==> src/rtl/id_decode_pipe.sv <==
// id_decode_pipe: RV32I decode stage with registered ID/EX, load-use interlock and N-port forwarding.
// Define ID_PERF_CNT_EN to add the perf_issue_o / perf_bubble_o counters.
`ifndef AluOpBus
`define AluOpBus 7:0
`endif
`ifndef AluSelBus
`define AluSelBus 7:0
`endif
`ifndef Inst_NOP
`define Inst_NOP    8'd0
`define Inst_LUI    8'd1
`define Inst_AUIPC  8'd2
`define Inst_JAL    8'd3
`define Inst_JALR   8'd4
`define Inst_BRANCH 8'd5
`define Inst_LOAD   8'd6
`define Inst_STORE  8'd7
`define Inst_OPIMM  8'd8
`define Inst_OP     8'd9
`endif
`ifndef NOP
`define NOP   8'd0
`define LUI   8'd1
`define AUIPC 8'd2
`define JAL   8'd3
`define JALR  8'd4
`define BEQ   8'd5
`define BNE   8'd6
`define BLT   8'd7
`define BGE   8'd8
`define BLTU  8'd9
`define BGEU  8'd10
`define LB    8'd11
`define LH    8'd12
`define LW    8'd13
`define LBU   8'd14
`define LHU   8'd15
`define SB    8'd16
`define SH    8'd17
`define SW    8'd18
`define ADDI  8'd19
`define SLTI  8'd20
`define SLTIU 8'd21
`define XORI  8'd22
`define ORI   8'd23
`define ANDI  8'd24
`define SLLI  8'd25
`define SRLI  8'd26
`define SRAI  8'd27
`define ADD   8'd28
`define SUB   8'd29
`define SLL   8'd30
`define SLT   8'd31
`define SLTU  8'd32
`define XOR   8'd33
`define SRL   8'd34
`define SRA   8'd35
`define OR    8'd36
`define AND   8'd37
`endif

module id_decode_pipe #(
  parameter int XLEN      = 32,
  parameter int PC_W      = 32,
  parameter int RA_W      = 5,
  parameter int FWD_PORTS = 2
) (
  input  logic                      clk,
  input  logic                      rst,
  input  logic                      in_valid,
  output logic                      in_ready,
  input  logic [PC_W-1:0]           pc_i,
  input  logic [31:0]               inst_i,
  input  logic                      flush_i,
  input  logic [FWD_PORTS-1:0]      fwd_wreg_i,
  input  logic [FWD_PORTS*RA_W-1:0] fwd_wd_i,
  input  logic [FWD_PORTS*XLEN-1:0] fwd_wdata_i,
  output logic                      reg1_read_o,
  output logic                      reg2_read_o,
  output logic [RA_W-1:0]           reg1_addr_o,
  output logic [RA_W-1:0]           reg2_addr_o,
  input  logic [XLEN-1:0]           reg1_data_i,
  input  logic [XLEN-1:0]           reg2_data_i,
  output logic                      out_valid,
  input  logic                      out_ready,
  output logic [PC_W-1:0]           pc_o,
  output logic [`AluOpBus]          aluop_o,
  output logic [`AluSelBus]         alusel_o,
  output logic [XLEN-1:0]           imm_o,
  output logic [XLEN-1:0]           reg1_o,
  output logic [XLEN-1:0]           reg2_o,
  output logic                      wreg_o,
  output logic [RA_W-1:0]           wd_o,
  output logic                      illegal_o
`ifdef ID_PERF_CNT_EN
  ,
  output logic [31:0]               perf_issue_o,
  output logic [31:0]               perf_bubble_o
`endif
);

  logic [6:0] opc;
  logic [2:0] f3;
  logic       alt;
  logic [RA_W-1:0] rd, rs1, rs2;

  assign opc = inst_i[6:0];
  assign f3  = inst_i[14:12];
  assign alt = inst_i[30];
  assign rd  = RA_W'(inst_i[11:7]);
  assign rs1 = RA_W'(inst_i[19:15]);
  assign rs2 = RA_W'(inst_i[24:20]);

  logic signed [31:0] imm_i, imm_s, imm_b, imm_u, imm_j;

  assign imm_i = {{20{inst_i[31]}}, inst_i[31:20]};
  assign imm_s = {{20{inst_i[31]}}, inst_i[31:25], inst_i[11:7]};
  assign imm_b = {{19{inst_i[31]}}, inst_i[31], inst_i[7],
                  inst_i[30:25], inst_i[11:8], 1'b0};
  assign imm_u = {inst_i[31:12], 12'b0};
  assign imm_j = {{11{inst_i[31]}}, inst_i[31], inst_i[19:12],
                  inst_i[20], inst_i[30:21], 1'b0};

  logic is_lui, is_auipc, is_jal, is_jalr;
  logic is_br, is_ld, is_st, is_opi, is_op;

  assign is_lui   = opc == 7'h37;
  assign is_auipc = opc == 7'h17;
  assign is_jal   = opc == 7'h6f;
  assign is_jalr  = opc == 7'h67;
  assign is_br    = opc == 7'h63;
  assign is_ld    = opc == 7'h03;
  assign is_st    = opc == 7'h23;
  assign is_opi   = opc == 7'h13;
  assign is_op    = opc == 7'h33;

  logic [`AluOpBus]  d_aluop;
  logic [`AluSelBus] d_alusel;
  logic [XLEN-1:0]   d_imm;
  logic              d_r1, d_r2, d_wreg, d_ill;
  logic [RA_W-1:0]   d_wd;
  logic              d_ld;

  always_comb begin
    d_aluop  = `Inst_NOP;
    d_alusel = `NOP;
    d_imm    = '0;
    d_r1     = 1'b0;
    d_r2     = 1'b0;
    d_wreg   = 1'b0;
    d_ill    = 1'b0;
    unique case (1'b1)
      is_lui: begin
        d_aluop  = `Inst_LUI;
        d_alusel = `LUI;
        d_imm    = XLEN'(imm_u);
        d_wreg   = 1'b1;
      end
      is_auipc: begin
        d_aluop  = `Inst_AUIPC;
        d_alusel = `AUIPC;
        d_imm    = XLEN'(imm_u);
        d_wreg   = 1'b1;
      end
      is_jal: begin
        d_aluop  = `Inst_JAL;
        d_alusel = `JAL;
        d_imm    = XLEN'(imm_j);
        d_wreg   = 1'b1;
      end
      is_jalr: begin
        d_aluop  = `Inst_JALR;
        d_alusel = `JALR;
        d_imm    = XLEN'(imm_i);
        d_r1     = 1'b1;
        d_wreg   = 1'b1;
        d_ill    = f3 != 3'b000;
      end
      is_br: begin
        d_aluop = `Inst_BRANCH;
        d_imm   = XLEN'(imm_b);
        d_r1    = 1'b1;
        d_r2    = 1'b1;
        unique case (f3)
          3'b000:  d_alusel = `BEQ;
          3'b001:  d_alusel = `BNE;
          3'b100:  d_alusel = `BLT;
          3'b101:  d_alusel = `BGE;
          3'b110:  d_alusel = `BLTU;
          3'b111:  d_alusel = `BGEU;
          default: d_ill = 1'b1;
        endcase
      end
      is_ld: begin
        d_aluop = `Inst_LOAD;
        d_imm   = XLEN'(imm_i);
        d_r1    = 1'b1;
        d_wreg  = 1'b1;
        unique case (f3)
          3'b000:  d_alusel = `LB;
          3'b001:  d_alusel = `LH;
          3'b010:  d_alusel = `LW;
          3'b100:  d_alusel = `LBU;
          3'b101:  d_alusel = `LHU;
          default: d_ill = 1'b1;
        endcase
      end
      is_st: begin
        d_aluop = `Inst_STORE;
        d_imm   = XLEN'(imm_s);
        d_r1    = 1'b1;
        d_r2    = 1'b1;
        unique case (f3)
          3'b000:  d_alusel = `SB;
          3'b001:  d_alusel = `SH;
          3'b010:  d_alusel = `SW;
          default: d_ill = 1'b1;
        endcase
      end
      is_opi: begin
        d_aluop = `Inst_OPIMM;
        d_imm   = XLEN'(imm_i);
        d_r1    = 1'b1;
        d_wreg  = 1'b1;
        unique case (f3)
          3'b000: d_alusel = `ADDI;
          3'b010: d_alusel = `SLTI;
          3'b011: d_alusel = `SLTIU;
          3'b100: d_alusel = `XORI;
          3'b110: d_alusel = `ORI;
          3'b111: d_alusel = `ANDI;
          3'b001: begin
            d_alusel = `SLLI;
            d_imm    = XLEN'(inst_i[24:20]);
          end
          default: begin
            d_alusel = alt ? `SRAI : `SRLI;
            d_imm    = XLEN'(inst_i[24:20]);
          end
        endcase
      end
      is_op: begin
        d_aluop = `Inst_OP;
        d_r1    = 1'b1;
        d_r2    = 1'b1;
        d_wreg  = 1'b1;
        unique case (f3)
          3'b000:  d_alusel = alt ? `SUB : `ADD;
          3'b001:  d_alusel = `SLL;
          3'b010:  d_alusel = `SLT;
          3'b011:  d_alusel = `SLTU;
          3'b100:  d_alusel = `XOR;
          3'b101:  d_alusel = alt ? `SRA : `SRL;
          3'b110:  d_alusel = `OR;
          default: d_alusel = `AND;
        endcase
      end
      default: d_ill = 1'b1;
    endcase
    // undecodable words must not read, write or look like a load
    if (d_ill) begin
      d_aluop  = `Inst_NOP;
      d_alusel = `NOP;
      d_imm    = '0;
      d_r1     = 1'b0;
      d_r2     = 1'b0;
      d_wreg   = 1'b0;
    end
  end

  assign d_wd = d_wreg ? rd : '0;
  assign d_ld = d_aluop == `Inst_LOAD;

  assign reg1_read_o = d_r1;
  assign reg2_read_o = d_r2;
  assign reg1_addr_o = d_r1 ? rs1 : '0;
  assign reg2_addr_o = d_r2 ? rs2 : '0;

  logic [XLEN-1:0] op1, op2;

  // walk oldest to youngest so the lowest index wins
  always_comb begin
    op1 = reg1_data_i;
    op2 = reg2_data_i;
    for (int k = FWD_PORTS - 1; k >= 0; k--) begin
      if (fwd_wreg_i[k] && fwd_wd_i[k*RA_W +: RA_W] == rs1)
        op1 = fwd_wdata_i[k*XLEN +: XLEN];
      if (fwd_wreg_i[k] && fwd_wd_i[k*RA_W +: RA_W] == rs2)
        op2 = fwd_wdata_i[k*XLEN +: XLEN];
    end
    if (!d_r1 || rs1 == '0) op1 = '0;
    if (!d_r2 || rs2 == '0) op2 = '0;
  end

  logic ld_q;
  logic hz;
  logic take;

  assign hz = out_valid && ld_q && (wd_o != '0) &&
              ((d_r1 && rs1 == wd_o) || (d_r2 && rs2 == wd_o));

  assign in_ready = flush_i || (!hz && (!out_valid || out_ready));
  assign take     = in_valid && in_ready && !flush_i;

  always_ff @(posedge clk) begin
    if (!rst) begin
      out_valid <= 1'b0;
      pc_o      <= '0;
      aluop_o   <= `Inst_NOP;
      alusel_o  <= `NOP;
      imm_o     <= '0;
      reg1_o    <= '0;
      reg2_o    <= '0;
      wreg_o    <= 1'b0;
      wd_o      <= '0;
      illegal_o <= 1'b0;
      ld_q      <= 1'b0;
    end else if (flush_i) begin
      out_valid <= 1'b0;
      ld_q      <= 1'b0;
    end else if (take) begin
      out_valid <= 1'b1;
      pc_o      <= pc_i;
      aluop_o   <= d_aluop;
      alusel_o  <= d_alusel;
      imm_o     <= d_imm;
      reg1_o    <= op1;
      reg2_o    <= op2;
      wreg_o    <= d_wreg;
      wd_o      <= d_wd;
      illegal_o <= d_ill;
      ld_q      <= d_ld;
    end else if (out_valid && out_ready) begin
      out_valid <= 1'b0;
      ld_q      <= 1'b0;
    end
  end

`ifdef ID_PERF_CNT_EN
  always_ff @(posedge clk) begin
    if (!rst) begin
      perf_issue_o  <= '0;
      perf_bubble_o <= '0;
    end else begin
      if (take)
        perf_issue_o <= perf_issue_o + 32'd1;
      if (hz && out_ready)
        perf_bubble_o <= perf_bubble_o + 32'd1;
    end
  end
`endif

endmodule

==> config.mk <==
export PLATFORM = sky130hd
export DESIGN_NAME = id_decode_pipe
export DESIGN_NICKNAME = d
export VERILOG_FILES = /design/src/rtl/id_decode_pipe.sv
export SDC_FILE = /design/constraint.sdc
export NUM_CORES = 1
export LEC_CHECK = 0
export BUFFER_PORTS_ARGS = -buffer_cell sky130_fd_sc_hd__buf_2
export CAP_MARGIN = 20
export CORE_ASPECT_RATIO = 0.8
export CORE_MARGIN = 3
export CORE_UTILIZATION = 30
export CTS_BUF_LIST = sky130_fd_sc_hd__clkbuf_4 sky130_fd_sc_hd__clkbuf_8
export CTS_CLUSTER_DIAMETER = 30
export CTS_CLUSTER_SIZE = 12
export DETAILED_ROUTE_END_ITERATION = 8
export HOLD_SLACK_MARGIN = 0.12
export PLACE_DENSITY = 0.53
export SLEW_MARGIN = 40
export SYNTH_ARGS = -nofsm -noshare
export SYNTH_HDL_FRONTEND = slang
export SYNTH_SLANG_ARGS = --single-unit
==> constraint.sdc <==
create_clock -name clk -period 2.61 [get_ports clk]
set_input_delay 0.261 -clock clk [delete_from_list [all_inputs] [get_ports clk]]
set_output_delay 0.261 -clock clk [all_outputs]
set_load 0.005 [all_outputs]
Word-level counts from Yosys, hierarchy flattened

Cells that the tools add are included.

Add/sub/neg operators: 0
$mul: 0
Divide/modulo/power cells: 0
$lt $le $gt $ge: 0
Equality and inequality tests: 23
Shift-type cells: 0
Muxes and demuxes: 37
Bitwise gates (word level): 2
Reduce and logical (&&, ||, !) cells: 41

Operator list:

| cell                                                | number |
|---|---|
| two-way mux 32 bit                                  | 8 |
| case mux 32 bit (6 select lines)                    | 1 |
| case mux 8 bit (9 select lines)                     | 1 |
| case mux 6 bit (7 select lines)                     | 1 |
| case mux 4 bit (9 select lines)                     | 1 |
| equality test 5 bit                                 | 6 |
| case mux 4 bit (7 select lines)                     | 1 |
| case mux 4 bit (6 select lines)                     | 1 |
| equality test 7 x 6 -> 1 bit, second input constant | 3 |
| equality test 7 bit, second input constant          | 3 |
| case mux 4 bit (5 select lines)                     | 1 |
| OR reduction 6 bit                                  | 3 |
| two-way mux 8 bit                                   | 2 |
| two-way mux 1 bit                                   | 15 |
| two-way mux 5 bit                                   | 3 |
| case mux 5 bit (3 select lines)                     | 1 |
| equality test 7 x 5 -> 1 bit, second input constant | 2 |
| logical AND 1 bit                                   | 13 |
| equality test 3 bit, second input constant          | 4 |
| logical NOT 5 bit                                   | 2 |
| OR reduction 5 bit                                  | 2 |
| equality test 8 x 3 -> 1 bit, second input constant | 1 |
| equality test 7 x 2 -> 1 bit, second input constant | 1 |
| OR reduction 7 bit                                  | 1 |
| 13 further kinds                                    | 26 |

Flip-flop bits (word level): 153
Latch bits: 0
Memory bits (writable): 0
Bits in read-only memories: 0
Output and inout port bits: 165
Word-level logic and storage cells: 114
Memories kept: 0

Depth between registers and ports, before layout

Gate-level depths: netlist of run 1.

Depth after elaboration: 14
Mapped depth: 10
Gate-level depth less buffers: 6

Worst setup path after synthesis of run 1

No wires, ideal clock.

Kind: in2reg
Start point: input inst_i[13]
End point: register alusel_o[0]
Setup time: 122 ps
Arrival: 1936 ps
Data required time: 2488 ps
Path slack: 552 ps
Stages on the path: 10
Buffers on the path: 4
Cells stage by stage: buf_2 a21oi_1 or4_1 o211ai_2 o31a_1 buf_4 nand2_4 buf_6 buf_6 mux2i_1

Longest elaborated chain between the ends: 14

RTL lines:

| item                                                 | line          | source |
|---|---|---|
| start, declared                                      | 73            | `input logic [31:0] inst_i,` |
| equality test 3 bit (tied with other cells)          | 184, 225, 247 |  |
| OR reduction 6 bit (no line) (tied with other cells) | --            |  |
| two-way mux 1 bit (on tied branches)                 | 184, 199, 213 |  |
| case mux 1 bit (5 select lines)                      | 152           | `unique case (1'b1)` |
| two-way mux 1 bit                                    | 261           | `if (d_ill) begin` |
| logical AND 1 bit                                    | 300           | `((d_r1 && rs1 == wd_o) \|\| (d_r2 && rs2 == wd_o));` |
| logical OR 1 bit                                     | 300           |  |
| logical AND 1 bit                                    | 299           | `assign hz = out_valid && ld_q && (wd_o != '0) &&` |
| logical NOT 1 bit                                    | 302           | `assign in_ready = flush_i \|\| (!hz && (!out_valid \|\| out_ready));` |
| logical AND 1 bit                                    | 302           |  |
| logical OR 1 bit                                     | 302           |  |
| logical AND 1 bit (2 in a row)                       | 303           | `assign take = in_valid && in_ready && !flush_i;` |
| AND reduction 2 bit (no line)                        | --            |  |
| end signal, assigned                                 | 310           | `` alusel_o <= `NOP; `` |
| end signal, assigned                                 | 325           | `alusel_o <= d_alusel;` |
| end, declared                                        | 88            | `` output logic [`AluSelBus] alusel_o, `` |

Parallel ways exist; a longest one is shown, timed or not.
A chain may end at the register's enable or synchronous reset.

Worst setup path after layout of run 1

Start point: register wd_o[2]
End point: output in_ready

Longest elaborated chain between the ends: 7

RTL lines:

| item                   | line | source |
|---|---|---|
| start, declared        | 93   | `output logic [RA_W-1:0] wd_o,` |
| start signal, assigned | 330  | `wd_o <= d_wd;` |
| equality test 5 bit    | 300  |  |
| logical AND 1 bit      | 300  |  |
| logical OR 1 bit       | 300  |  |
| logical AND 1 bit *    | 299  |  |
| logical NOT 1 bit *    | 302  |  |
| logical AND 1 bit *    | 302  |  |
| logical OR 1 bit *     | 302  |  |
| end, declared          | 71   | `output logic in_ready,` |

Every way passes the cells marked *; elsewhere a longest branch is shown, timed or not.

==> impl_metrics.yaml, run 1 <==
setup_path:
  cp_data_arrival_time_ns: 2.16
  crit_fanout: 6
  crit_path_start_kind: "flop"
  end_kind: "output pin"
  critical_path_required_ns: 2.35
  path_class: "reg -> out"
clock_network:
  clock_tree.root_cell: "clkbuf_8"
  cts-root-to-sink-buffers: 2
  tritoncts_buffer_count: 17
  clkSinkCount: 147
  tritoncts: "done"
  latest_clock_arrival_within_the_worst_skew_pair_ns: 0.47
  clk_transition_reported_paths_ns: 0.09
  cts_post_setup_buffers_inserted: 0
  ctsHtreeMaxLevel: 4
placed_design:
  dpl.hpwl_mm: 25.9
  io_buffer_count: 367
  routabilityCongestion: 0.965
routing:
  drt-pass1-iter-count: 5
  route.met3.wl_mm: 3.00
  dr_drc_count: 0
  met1Wirelength_mm: 15.7
  detail_route.vias_per_cell: 4.95
  top_signal_layer_used: "met5"
  routed_wire_length_per_instance_um: 18.7
  totalWireLength_mm: 34.2
  route.antenna.remaining_nets: 0
  routed-wl-met2_mm: 14.9
  via_count: 9084
  detail_route.iter0.violations: 545
synthesis:
  post_synth_most_frequent_cells: "nand2_1, mux2i_1, dfxtp_1"
  yosys_most_used_dff: "dfxtp_1"
  synth-seq-area-share_pct: 33.6
  async_flop_share_pct: 0
  synth_seq_cells: 147
  synth.top_cell.area_share_pct: 33.6
  synthesis.area_um2: 8770
  post-synth-top-count-cell: "nand2_1"
  avgSynthCellArea_um2: 8.33
  largest_area_contributor_in_the_synthesized_netlist: "dfxtp_1"
  synthDistinctLibCells: 61
  yosys_warnings: 0
  yosys-top-cells-area: "dfxtp_1, mux2i_1, nand2_1"
  post_synth_inst_count: 1052
  synth-edff-count: 0
outcome:
  status: "finished clean"
grt:
  antenna_found_initial: 5
  grt_pass1_wl_mm: 51.9
  first_global_vias: 8813
  groute.usage.overall_pct: 21.2
  grt_start_max_net_pins: 103
  globalRouteOverflowTotal: 0
floorplanning:
  core-area_um2: 28600
  starting_density_of_the_core_pct: 30.7
  design.die.area_um2: 31300
  design.portCount: 374
  die-height_um: 159
  chipWidth_um: 197
  floorplan_row_count: 55
layout:
  area_growth_syn_to_layout_pct: 38.2
  drive_gt1_share_pct: 32.5
  utilization_pct: 42.4
  num-nets-final: 1659
power_and_ir_drop:
  p_sw_uw: 1480
  share_comb_of_total_power_pct: 16.9
  power.total_uw: 5030
  pwr_density_cell_nw_per_um2: 415
  sw_frac_of_total_pct: 29.4
  vdd.ir_drop.worst_v: 0.000282
  pwr-share-seq_pct: 45.5
  p_int_uw: 3550
  power_leakage_uw: 0.00589
  power_frac_clock_pct: 37.5
timing:
  worst-slew-pin-transition_ns: 0.745
  timing_max_transition_violations_final: 0
  setup-violations-final: 0
  fin_worst_skew_ns: 0.0101
  slew_headroom_pct: 50.0
  finalCriticalPeriod_ns: 2.42
  hold_violations: 0
  finalSetupTns_ns: 0
  clock.fmax_ghz: 0.413
  rsz_0062_raised_after_global_routing: "false"
  final.period_utilization_pct: 92.8
flow_run:
  cap_viol_max_count: 0
min_path:
  class_of_the_tightest_hold_or_removal_check: "in -> reg"
-- worst max-delay path, cell delays in order (launching register included) --
cell and delay [ns]:
dfxtp_1 0.49, xor2_1 0.12, nor3_2 0.19, nand4_1 0.13
o31a_2 0.43, a21o_1 0.20, buf_2 0.13
-- registers in the layout, summed over array words and instances (netlist names) --
signal / count
aluop_o: 4
alusel_o: 6
illegal_o: 1
imm_o: 32
ld_q: 1
out_valid: 1
pc_o: 32
reg1_o: 32
reg2_o: 32
wd_o: 5
wreg_o: 1
-- final timing paths --
kind	depth (start not counted)	to	slack (ns)	start
worst min register to register	2	reg1_o[20]	0.46	reg1_o[20]
worst max register to register	8	imm_o[5]	0.38	wd_o[2]
worst max-delay path	6	in_ready	0.19	wd_o[2]
worst min-delay path	3	aluop_o[2]	0.17	rst
-- cell usage in the layout (no fill, tap or decap), types with 10 or more instances in the layout --
cell type        n
buf_2          366
nand2_1        229
mux2i_1        208
dfxtp_1        147
nor2_1          90
a211o_1         65
buf_4           47
dlygate4sd3_1   45
a21o_1          23
xor2_1          22
a21oi_1         18
clkbuf_8        17
nor3_1          12
buf_12          12
o21ai_0         11
nand3_1         11
xnor2_1         10
-- power by group through the flow --
| stage | sequential, µW | clock (µW) | combinational, µW |
|---|---|---|---|
| 6_report | 2290 | 1890 | 852 |
| 5_1_grt | 2290 | 2040 | 927 |
| 4_1_cts | 2290 | 1950 | 851 |
| 3_5_place_dp | 2340 | 0 | 796 |
| 3_3_place_gp | 2340 | 0 | 796 |
| 2_1_floorplan | 2340 | 0 | 409 |
-- area by class of cell --
| cell class | instances | area, µm² |
|---|---|---|
| Clock buffer | 17 | 234 |
| Clock inverter | 15 | 171 |
| Timing Repair Buffer | 471 | 2890 |
| Fill cell | 2947 | 16400 |
| Inverter | 4 | 15.0 |
| Tap cell | 370 | 463 |
| Antenna cell | 2 | 5.00 |
| Sequential cell | 147 | 2940 |
| Multi-Input combinational cell | 809 | 5400 |
-- per-layer routing --
metal  global-route usage [%]  vias up
li1                         -     4447
met1                     28.8     4236
met2                     32.5      361
met3                     6.64       36
met4                     5.57        4
met5                        0        -
-- stage by stage --
| stage | setup slack [ns] | cells | hold WS [ns] | instance area [µm²] |
|---|---|---|---|---|
| CTS | 0.0369 | 1834 | 0.126 | 12100 |
| global route | 0.0294 | 1835 | 0.141 | 12100 |
| finish | 0.188 | 1835 | 0.170 | 12100 |
| global placement | 0.203 | 1757 | 0.442 | 11300 |
| floorplan | 0.552 | 1057 | 0.397 | 8790 |
| detailed placement | 0.119 | 1757 | 0.449 | 11300 |
-- repair_timing --
| action | in CTS | in global routing |
|---|---|---|
| setup endpoints to repair | 0 | 1 |
| hold buffers | 45 | 0 |
| hold endpoints to repair | 50 | 0 |
| resized for setup | 0 | 2 |
-- cell families (layout without fill, tap and decap cells) --
group / Yosys count / after routing / share of synthesized area [%]
multiplexers: 209 / 209 / 23.9
AND/OR/NAND/NOR: 410 / 410 / 20.3
XOR/XNOR: 32 / 32 / 3.20
flip-flops: 147 / 147 / 33.6
other: 1 / 8 / 0.0428
AO/OA/AOI/OAI: 152 / 152 / 13.6
buffers and inverters: 101 / 507 / 5.45
Note: power is estimated with default switching activity, not from simulation.
==> inputs of run 2 (changes only) <==
- clock period: 2.61 -> 2.5 ns (I/O delays scaled with it)
==> impl_metrics.yaml, run 2 (same netlist as run 1, synthesis figures left out) <==
clock_network:
  clkSinkCount: 147
  tritoncts_buffer_count: 17
  clk_transition_reported_paths_ns: 0.08
  tritoncts: "done"
  latest_clock_arrival_within_the_worst_skew_pair_ns: 0.46
  ctsHtreeMaxLevel: 4
  clock_tree.root_cell: "clkbuf_8"
  cts-root-to-sink-buffers: 2
floorplanning:
  core-area_um2: 28600
  chipWidth_um: 197
  design.die.area_um2: 31300
  design.portCount: 374
  die-height_um: 159
  floorplan_row_count: 55
  starting_density_of_the_core_pct: 30.7
grt:
  groute.usage.overall_pct: 21.2
  first_global_vias: 8849
  globalRouteOverflowTotal: 0
  antenna_found_initial: 2
  grt_start_max_net_pins: 91
  grt_pass1_wl_mm: 51.8
timing:
  worst-slew-pin-transition_ns: 0.686
  hold_violations: 0
  clock.fmax_ghz: 0.425
  setup-violations-final: 0
  setup_slack_ns: 0.147
  final.period_utilization_pct: 94.1
  slew_headroom_pct: 54.3
  finalCriticalPeriod_ns: 2.35
  finalSetupTns_ns: 0
  timing_max_transition_violations_final: 0
  fin_worst_skew_ns: 0.0124
  rsz_0062_raised_after_global_routing: "false"
placed_design:
  routabilityCongestion: 0.874
  dp.cells: 1774
  placement.setup.worst_slack_ns: 0.0405
  io_buffer_count: 367
  dpl.hpwl_mm: 25.8
setup_path:
  critical_path_required_ns: 2.25
  reg2reg_to: "imm_o[22]"
  launch_instance_of_the_worst_register_to_register_path: "wd_o[4]"
  path_class: "reg -> out"
  timing.reg2reg.worst_path_depth: 7
  cp_data_arrival_time_ns: 2.10
  crit_fanout: 5
  crit_path_start_kind: "flop"
  end_kind: "output pin"
  rrSetupSlack_ns: 0.26
routing:
  via_count: 9147
  route.antenna.remaining_nets: 0
  drt-pass1-iter-count: 7
  totalWireLength_mm: 34.4
  detail_route.vias_per_cell: 4.93
  dr_drc_count: 0
  routed_wire_length_per_instance_um: 18.6
  detail_route.iter0.violations: 434
layout:
  final_cell_mix: "buf_2, nand2_1, mux2i_1"
  drive_gt1_share_pct: 33.3
  area.sequential_um2: 2940
  most_common_cell_after_layout_fill_and_taps_aside: "buf_2"
  fillerInstances: 2888
  num-nets-final: 1679
  area_growth_syn_to_layout_pct: 40.3
  multiInputGateArea_um2: 5400
  utilization_pct: 43.1
  stdcell_count: 1854
power_and_ir_drop:
  power_leakage_uw: 0.00601
  vdd.ir_drop.worst_v: 0.000352
  power.total_uw: 5380
  pwr_density_cell_nw_per_um2: 438
min_path:
  class_of_the_tightest_hold_or_removal_check: "in -> reg"
  min-delay-start: "flush_i"
  holdPathStages: 3
  hold_path_end: "out_valid"
outcome:
  status: "finished clean"
flow_run:
  cap_viol_max_count: 0
-- run 2: cell count changes in the layout (fill, tap and decap cells not counted), moves of 2 or more --
cell,change
buf_4,+18
bufinv_16,+2
clkbuf_4,+2
clkinv_2,+2
inv_6,-5
inv_8,-2
-- run 2: repair_timing --
action / in CTS / in global routing
resized for setup: 0 / 1
pin swaps: 2 / 1
hold buffers: 46 / 0
endpoints found under the setup margin: 1 / 1
endpoints found under the hold margin: 57 / 0
buffers inserted: 1 / 0
-- run 2: critical path, cell delays in order, from the launching register on --
cell and delay (ns):
dfxtp_1 0.31, buf_4 0.15, xor2_1 0.16, nor3_2 0.17, nand4_1 0.13, o31a_1 0.27, buf_4 0.16, a21o_1 0.17
buf_2 0.13
-- run 2: routing by layer --
metal | track usage [%] | vias to the layer above | routed length [µm]
li1 | - | 4484 | -
met1 | 29.3 | 4322 | 16400
met2 | 32.8 | 319 | 15100
met3 | 6.15 | 22 | 2570
met4 | 4.76 | 0 | 350
met5 | 0 | - | 0
-- run 2: area by class of cell --
class,instances,share of cell area [%]
sequential,147,23.9
multi-input combinational,809,43.9
clock buffer,19,2.02
clock inverter,13,1.50
timing repair buffer,491,24.7
tap,370,3.76
inverter,4,0.122
antenna,1,0.0203
-- run 2: worst max path at each step --
stage	to	from	slack, ns	depth (start not counted)
after floorplan	alusel_o[0]	wd_o[4]	0.44	8
after global placement	pc_o[2]	inst_i[3]	0.05	9
after detailed placement	imm_o[28]	inst_i[2]	0.04	8
after CTS	in_ready	wd_o[0]	0.02	8
after global routing	in_ready	wd_o[4]	0.003	7
final	in_ready	wd_o[0]	0.15	8
-- run 2: power breakdown --
group,internal (µW),switching [µW]
logic,425,477
registers,2370,17.6
clock network,1110,982
-- run 2: metrics by stage --
| step | cell area (µm²) | hold WS [ns] |
|---|---|---|
| after floorplan | 8790 | 0.386 |
| after global placement | 11400 | 0.441 |
| after detailed placement | 11400 | 0.448 |
| after CTS | 12300 | 0.123 |
| after global routing | 12300 | 0.144 |
| final | 12300 | 0.170 |
==> inputs of run 3 (changes only) <==
- CTS_BUF_LIST: sky130_fd_sc_hd__clkbuf_4 sky130_fd_sc_hd__clkbuf_8 -> sky130_fd_sc_hd__clkbuf_4
==> impl_metrics.yaml, run 3 (same netlist as run 1, synthesis figures left out) <==
outcome:
  status: "finished clean"
floorplanning:
  core-area_um2: 28600
  floorplan_row_count: 55
  design.portCount: 374
  chipWidth_um: 197
  starting_density_of_the_core_pct: 30.7
  design.die.area_um2: 31300
  die-height_um: 159
timing:
  rsz_0062_raised_after_global_routing: "true"
  finalSetupTns_ns: 0
  worst-slew-pin-transition_ns: 0.689
  timing_max_transition_violations_final: 0
  hold_ws_ns: 0.175
  setup_slack_ns: 0.102
  slew_headroom_pct: 54.0
  clock.fmax_ghz: 0.417
  hold_violations: 0
  setup-violations-final: 0
  finalCriticalPeriod_ns: 2.40
  fin_worst_skew_ns: 0.0212
  final.period_utilization_pct: 95.9
flow_run:
  cap_viol_max_count: 0
routing:
  via_count: 9586
  route.antenna.remaining_nets: 0
  totalWireLength_mm: 35.8
  dr_drc_count: 0
  detail_route.iter0.violations: 538
  routed_wire_length_per_instance_um: 18.2
  drt-pass1-iter-count: 5
  detail_route.vias_per_cell: 4.87
grt:
  grt_start_max_net_pins: 91
  globalRouteOverflowTotal: 0
  grt_pass1_wl_mm: 54.2
  first_global_vias: 9515
  antenna_found_initial: 4
  groute.usage.overall_pct: 22.0
layout:
  most_common_cell_after_layout_fill_and_taps_aside: "buf_2"
  final_cell_mix: "buf_2, nand2_1, mux2i_1"
  num-nets-final: 1791
  area_growth_syn_to_layout_pct: 52.1
  stdcell_count: 1968
  fillerInstances: 2818
  drive_gt1_share_pct: 31.1
clock_network:
  latest_clock_arrival_within_the_worst_skew_pair_ns: 0.56
  cts-root-to-sink-buffers: 2
  clock_tree.root_cell: "clkbuf_4"
  clkSinkCount: 147
  tritoncts: "done"
  tritoncts_buffer_count: 17
  ctsHtreeMaxLevel: 4
  clk_transition_reported_paths_ns: 0.14
setup_path:
  path_class: "in -> reg"
  crit_path_start_kind: "primary input"
  crit_fanout: 18
  critical_path_required_ns: 3.00
  cp_data_arrival_time_ns: 2.90
  end_kind: "flop"
placed_design:
  dp.cells: 1774
  routabilityCongestion: 0.874
  dpl.hpwl_mm: 25.8
  io_buffer_count: 367
  placement.setup.worst_slack_ns: 0.0405
power_and_ir_drop:
  pwr_density_cell_nw_per_um2: 388
  vdd.ir_drop.worst_v: 0.000249
  power_leakage_uw: 0.00636
min_path:
  class_of_the_tightest_hold_or_removal_check: "in -> reg"
## run 3: repair_timing
| action | CTS | global route |
|---|---|---|
| pin swaps | 4 | 3 |
| resized for setup | 2 | 3 |
| hold buffers | 157 | 1 |
| endpoints found under the hold margin | 134 | 1 |
| buffers inserted | 2 | 0 |
| endpoints found under the setup margin | 1 | 19 |
## run 3: through the flow
| stage | cell area (µm²) | utilization, % | power (µW) |
|---|---|---|---|
| after floorplan | 8790 | - | 2870 |
| after global placement | 11400 | 39.9 | 3290 |
| after detailed placement | 11400 | 39.9 | 3290 |
| after CTS | 13300 | 46.6 | 5240 |
| after global routing | 13300 | 46.7 | 5420 |
| final | 13300 | 46.7 | 5170 |
## run 3: report_power, final
| part | internal (µW) | total [µW] | switching (µW) |
|---|---|---|---|
| sequential | 2380 | 2390 | 17.6 |
| combinational | 520 | 1020 | 503 |
| clock | 815 | 1760 | 942 |
| total | 3710 | 5170 | 1460 |
## run 3: final cells by class
cell class / instances / area [µm²] / area share [%]
diodes: 3 / 7.51 / 0.0563
well taps: 370 / 463 / 3.47
flip-flops and latches: 147 / 2950 / 22.1
multi-input cells: 809 / 5410 / 40.6
repair buffers: 603 / 4170 / 31.3
clock inverters: 13 / 184 / 1.38
clock buffers: 19 / 143 / 1.07
inverters: 4 / 15.0 / 0.113
## run 3: path summary, 6_finish.rpt
path                                       from    endpoint  slack, ns  cells after the start
worst max-delay path                 inst_i[15]  reg1_o[11]       0.10                      9
worst min-delay path            reg1_data_i[16]  reg1_o[16]       0.17                      4
worst min register to register         pc_o[23]    pc_o[23]       0.46                      2
worst max register to register          wd_o[4]   imm_o[22]       0.20                     10
## run 3: critical path, stage by stage
cell	delay (ns)
dlygate4sd3_1	0.55
buf_2	0.27
xnor2_1	0.15
and3_4	0.33
buf_12	0.23
mux2i_1	0.11
dlygate4sd3_1	0.56
a211o_1	0.30
mux2i_1	0.11
## run 3: metal layers
metal	part of all wire [%]	routed length (µm)	up-vias	global-route usage (%)
met2	45	16000	340	34.5
met4	1.6	588	0	5.83
li1	-	-	4708	-
met3	7.3	2620	39	6.05
met5	0	0	-	0
met1	46	16600	4499	29.9
